`src/rtl/counter_pkg.sv`:
```
// rtl/counter_pkg.sv - shared constants and helpers for the parametrised up/down counter
//
// Purpose : mode and direction constants plus a ceiling-log2 helper used to
//           size the optional prescaler phase register.
// Ports   : none (package).
package counter_pkg;

   // Boundary behaviour selected through the SATURATE parameter.
   localparam int MODE_WRAP = 0;
   localparam int MODE_SAT  = 1;

   // Meaning of the updown input.
   localparam logic DIR_UP   = 1'b1;
   localparam logic DIR_DOWN = 1'b0;

   // Ceiling log2, never less than 1 so a divide ratio of 1 still gets a
   // legal one-bit phase register.
   function automatic int clog2(input int value);
      int result;
      int rest;
      result = 0;
      rest   = value - 1;
      while (rest > 0) begin
         result = result + 1;
         rest   = rest >> 1;
      end
      if (result < 1) begin
         result = 1;
      end
      return result;
   endfunction

endpackage

```
`src/rtl/count_prescaler.sv`:
```
// rtl/count_prescaler.sv - enable prescaler producing one tick every PRE_DIV enabled cycles
//
// Purpose : counts enabled cycles 0..PRE_DIV-1 and raises tick on the enabled
//           cycle at the last phase, then returns to phase 0.
// Ports   : clk    - rising-edge clock
//           reset  - asynchronous active-low reset, phase -> 0
//           enable - advance the phase this cycle; phase holds when low
//           clear  - synchronous return to phase 0 (has priority over enable)
//           tick   - combinational, high on the enabled cycle at the last phase
module count_prescaler
   import counter_pkg::*;
#(
   parameter int PRE_DIV = 4
) (
   input  logic clk,
   input  logic reset,
   input  logic enable,
   input  logic clear,
   output logic tick
);

   localparam int             PW   = clog2(PRE_DIV);
   localparam logic [PW-1:0]  LAST = PW'(PRE_DIV - 1);

   logic [PW-1:0] phase;

   assign tick = enable & (phase == LAST);

   always_ff @(posedge clk or negedge reset) begin
      if (!reset) begin
         phase <= '0;
      end else if (clear) begin
         phase <= '0;
      end else if (enable) begin
         if (phase == LAST) begin
            phase <= '0;
         end else begin
            phase <= phase + PW'(1);
         end
      end
   end

endmodule

```
`src/rtl/updown_counter_param.sv`:
```
// rtl/updown_counter_param.sv - parametrised up/down counter with modulus, saturate, load and status
//
// Purpose : general counting/timing primitive. Counts 0..MAX_VAL up or down,
//           wrapping (SATURATE=0) or holding (SATURATE=1) at the boundaries.
//           Optional enable prescaler compiled in with COUNTER_PRESCALE_EN.
// Ports   : clk      - rising-edge clock
//           reset    - asynchronous active-low reset
//           enable   - count enable
//           updown   - 1 count up, 0 count down
//           load     - synchronous parallel load strobe (ignores enable)
//           load_val - value to load, clamped to MAX_VAL
//           count    - registered count
//           tc       - combinational terminal count for the current direction
//           wrap     - registered one-cycle pulse on a step taken at the boundary
module updown_counter_param
   import counter_pkg::*;
#(
   parameter int WIDTH    = 5,
   parameter int MAX_VAL  = 31,
   parameter int SATURATE = 0,
   parameter int PRE_DIV  = 4
) (
   input  logic             clk,
   input  logic             reset,
   input  logic             enable,
   input  logic             updown,
   input  logic             load,
   input  logic [WIDTH-1:0] load_val,
   output logic [WIDTH-1:0] count,
   output logic             tc,
   output logic             wrap
);

   // Elaboration-time parameter checks.
   if (WIDTH < 2) begin : g_bad_width
      $error("updown_counter_param: WIDTH must be >= 2");
   end
   if ((MAX_VAL < 1) || (MAX_VAL > ((1 << WIDTH) - 1))) begin : g_bad_max
      $error("updown_counter_param: MAX_VAL out of range for WIDTH");
   end
   if (PRE_DIV < 1) begin : g_bad_div
      $error("updown_counter_param: PRE_DIV must be >= 1");
   end

   localparam logic [WIDTH-1:0] MAXV    = WIDTH'(MAX_VAL);
   localparam logic             SAT_ON  = (SATURATE == MODE_SAT);

   logic             tick;
   logic             step;
   logic [WIDTH-1:0] next_count;
   logic             next_wrap;

`ifdef COUNTER_PRESCALE_EN
   count_prescaler #(
      .PRE_DIV (PRE_DIV)
   ) u_prescaler (
      .clk    (clk),
      .reset  (reset),
      .enable (enable),
      .clear  (load),
      .tick   (tick)
   );
`else
   assign tick = 1'b1;
`endif

   assign step = enable & tick;

   // Terminal count depends on the direction being asked for right now, so a
   // direction change shows up on tc in the same cycle.
   assign tc = (updown == DIR_UP) ? (count == MAXV) : (count == '0);

   always_comb begin
      next_count = count;
      next_wrap  = 1'b0;
      if (load) begin
         next_count = (load_val > MAXV) ? MAXV : load_val;
      end else if (step) begin
         // Any step taken at the boundary pulses wrap, whether it wraps or
         // saturates.
         next_wrap = tc;
         if (updown == DIR_UP) begin
            if (count == MAXV) begin
               next_count = SAT_ON ? MAXV : '0;
            end else begin
               next_count = count + WIDTH'(1);
            end
         end else begin
            if (count == '0) begin
               next_count = SAT_ON ? '0 : MAXV;
            end else begin
               next_count = count - WIDTH'(1);
            end
         end
      end
   end

   always_ff @(posedge clk or negedge reset) begin
      if (!reset) begin
         count <= '0;
         wrap  <= 1'b0;
      end else begin
         count <= next_count;
         wrap  <= next_wrap;
      end
   end

endmodule
```
`config.mk`:
```
export PLATFORM = sky130hd
export DESIGN_NAME = updown_counter_param
export DESIGN_NICKNAME = d
export VERILOG_FILES = /design/src/rtl/counter_pkg.sv /design/src/rtl/count_prescaler.sv /design/src/rtl/updown_counter_param.sv
export SDC_FILE = /design/constraint.sdc
export NUM_CORES = 1
export LEC_CHECK = 0
export CORE_AREA = 5 5 42 44
export DETAILED_ROUTE_END_ITERATION = 7
export DIE_AREA = 0 0 47 49
export PLACE_DENSITY = 0.63
export SYNTH_ARGS = -nofsm -noshare
export SYNTH_HDL_FRONTEND = slang
export SYNTH_SLANG_ARGS = --single-unit
```
`constraint.sdc`:
```
create_clock -name clk -period 2.3 [get_ports clk]
set_clock_uncertainty 0.2 [all_clocks]
set_input_delay 0.23 -clock clk [delete_from_list [all_inputs] [get_ports clk]]
set_output_delay 0.23 -clock clk [all_outputs]
set_load 0.01 [all_outputs]
```
==> results.json <==
{
  "place_ws_ps": -113,
  "ys_seq_area_share_pct": 30.6,
  "slew_violations": 0,
  "startpoint": "count[1]",
  "cts_tree": "built",
  "finalSetupViolCount": 0,
  "fmax_ghz": 0.455,
  "cts_root_buf": "clkbuf_4",
  "grt_pass1_wl_mm": 2.21,
  "hold_viol_final": 0,
  "gp_congestion": 0.766,
  "syn_to_final_growth_pct": 50.0,
  "nets": 96,
  "arrival_ps": 1770,
  "syn_avg_cell_area_sq_um": 8.60,
  "synth_ff_type": "dfrtp_1",
  "drtIter0Drc": 5,
  "finalInstanceArea_sq_um": 736,
  "cts_hold_buffers": 0,
  "p_total_mw": 0.369,
  "top_layer_used": "met4",
  "p_leak_nw": 0.328,
  "outcome": "completed",
  "clk-insertion-delay-late_ps": 250,
  "grt-ovfl-total": 0,
  "numPortBuffers": 16,
  "powerDensity_nw_per_um2": 501,
  "place_inst": 93,
  "ys_seq_elements": 6,
  "routed_wirelength_mm": 1.34,
  "async_flop_share_pct": 100,
  "die_area_sq_um": 2300,
  "setup_slack_ps": 103,
  "placed_area_sq_um": 703,
  "drc": 0,
  "peakVddDrop_mv": 0.402,
  "layout_commonest_cell": "clkdlybuf4s50_1",
  "antennaDiodeCount": 0,
  "worst-setup-path-type": "register to primary output",
  "hp-class": "input pin to async pin",
  "period_needed_ps": 2200,
  "drt-pass1-iter-count": 3,
  "fin_util_pct": 52.5,
  "clkSinkCount": 6,
  "grt_use_total_pct": 13.5,
  "cts_buffer_depth": 2,
  "wl_per_cell_um": 14.0,
  "dieHeight_um": 49,
  "syn_nets": 71,
  "post-dp-hpwl_mm": 1.06,
  "ant_nets": 0,
  "nFillCells": 156,
  "period_share_pct": 95.5,
  "layout-drive-gt1-share_pct": 25.0,
  "met2_wirelength_um": 638,
  "slew_headroom_pct": 77.7,
  "startpoint_type": "register",
  "ys_types": 30,
  "cts_made_buffers": 3,
  "synth_warnings": 0,
  "met3_length_um": 97,
  "synth_area_sq_um": 490,
  "final_cell_mix": "clkdlybuf4s50_1, buf_4, nand2_1, dfrtp_1, o21ai_0",
  "end_kind": "primary output",
  "r2r_start": "count[0]",
  "required_ps": 1870,
  "netlist_instances": 57,
  "cts.htree.levels": 1,
  "final_cells": 96,
  "rows": 14,
  "synth_edf_count": 0,
  "m1WireLength_um": 591,
  "worst_slew_pin_slew_ps": 333,
  "grt_pass1_vias": 511,
  "grt_start_max_net_pins": 11,
  "coreArea_sq_um": 1400,
  "clk_pin_slew_ps": 50,
  "pin_count": 17,
  "rsz0062_at_grt": "no",
  "drv_cap": 0,
  "antenna_found_initial": 0,
  "die_w_um": 47,
  "start_util_pct": 35.0,
  "via_count": 505,
  "vias_per_cell": 5.26,
  "critPathMaxFanout": 3
}
-- stage by stage --
stage                     hold slack [ps]  TNS (ps)
after global placement                287     -70.1
after floorplan                      -266         0
after detailed placement              292      -113
after CTS                            22.1         0
final                                21.7         0
after global routing                 26.6         0
-- synthesized netlist by cell type, types with 2 or more instances --
master | count | area, sq um
inv_1 | 5 | 18.8
and3_2 | 2 | 15.0
nor4_1 | 2 | 12.5
dfrtp_1 | 6 | 150
nor2_1 | 2 | 7.51
nand2_1 | 7 | 26.3
a21oi_1 | 2 | 10.0
ha_1 | 4 | 50.1
o21ai_0 | 5 | 25.0
mux2i_1 | 2 | 20.0
-- worst paths after layout --
check / endpoint / slack (ps) / depth (start not counted)
worst min-delay path: count[4] / 20 / 1
worst max-delay path: tc / 100 / 6
worst min register to register: count[1] / 510 / 3
max in group asynchronous: wrap / 1660 / 1
min in group clk: count[2] / 340 / 3
worst max register to register: count[3] / 300 / 7
-- layout make-up --
cell class	instances	area (sq um)	share of cell area, %
Clock buffer	3	22.5	3.06
Timing Repair Buffer	23	208	28.2
Tap cell	16	20.0	2.72
Sequential cell	6	150	20.4
Inverter	5	18.8	2.55
Multi-Input combinational cell	43	317	43.0
-- metal layers --
metal	global-route usage, %	vias up
met2	21.0	19
li1	-	258
met1	15.6	224
met4	4.15	0
met3	7.01	4
met5	0	-
-- repair_timing --
item | in CTS | in global routing
endpoints found under the hold margin | 0 | 0
endpoints found under the setup margin | 1 | 1
buffers inserted | 0 | 0
resized for setup | 6 | 2
pin swaps | 0 | 0
-- critical path: stages (launching register included) --
cell and delay, ps:
dfrtp_1 370, inv_1 110, ha_4 140, or3b_4 370, or3_4 340, nand2_2 70, buf_2 130
-- flip-flops by register name, indices dropped and copies added (netlist names) --
name and count:
count 5, wrap 1
-- where the power goes --
part / switching [mW] / total, mW / leakage, nW / internal (mW)
Clock: 0.0371 / 0.0961 / 0.0138 / 0.0589
Combinational: 0.0662 / 0.146 / 0.243 / 0.0799
Sequential: 0.0101 / 0.127 / 0.0715 / 0.117
-- logic make-up (layout without fill, tap and decap cells) --
kind of cell | count (synthesis) | in the layout | share of synthesized area [%]
muxes | 2 | 2 | 4.08
AOI/OAI and AO/OA | 15 | 15 | 20.7
and+or+nand+nor | 21 | 21 | 24.7
xor gates and xnor gates | 1 | 1 | 1.79
DFF | 6 | 6 | 30.6
adders and majority gates | 4 | 4 | 10.2
buffers and inverters | 8 | 31 | 7.91
Power figures use the tool's default switching activity.
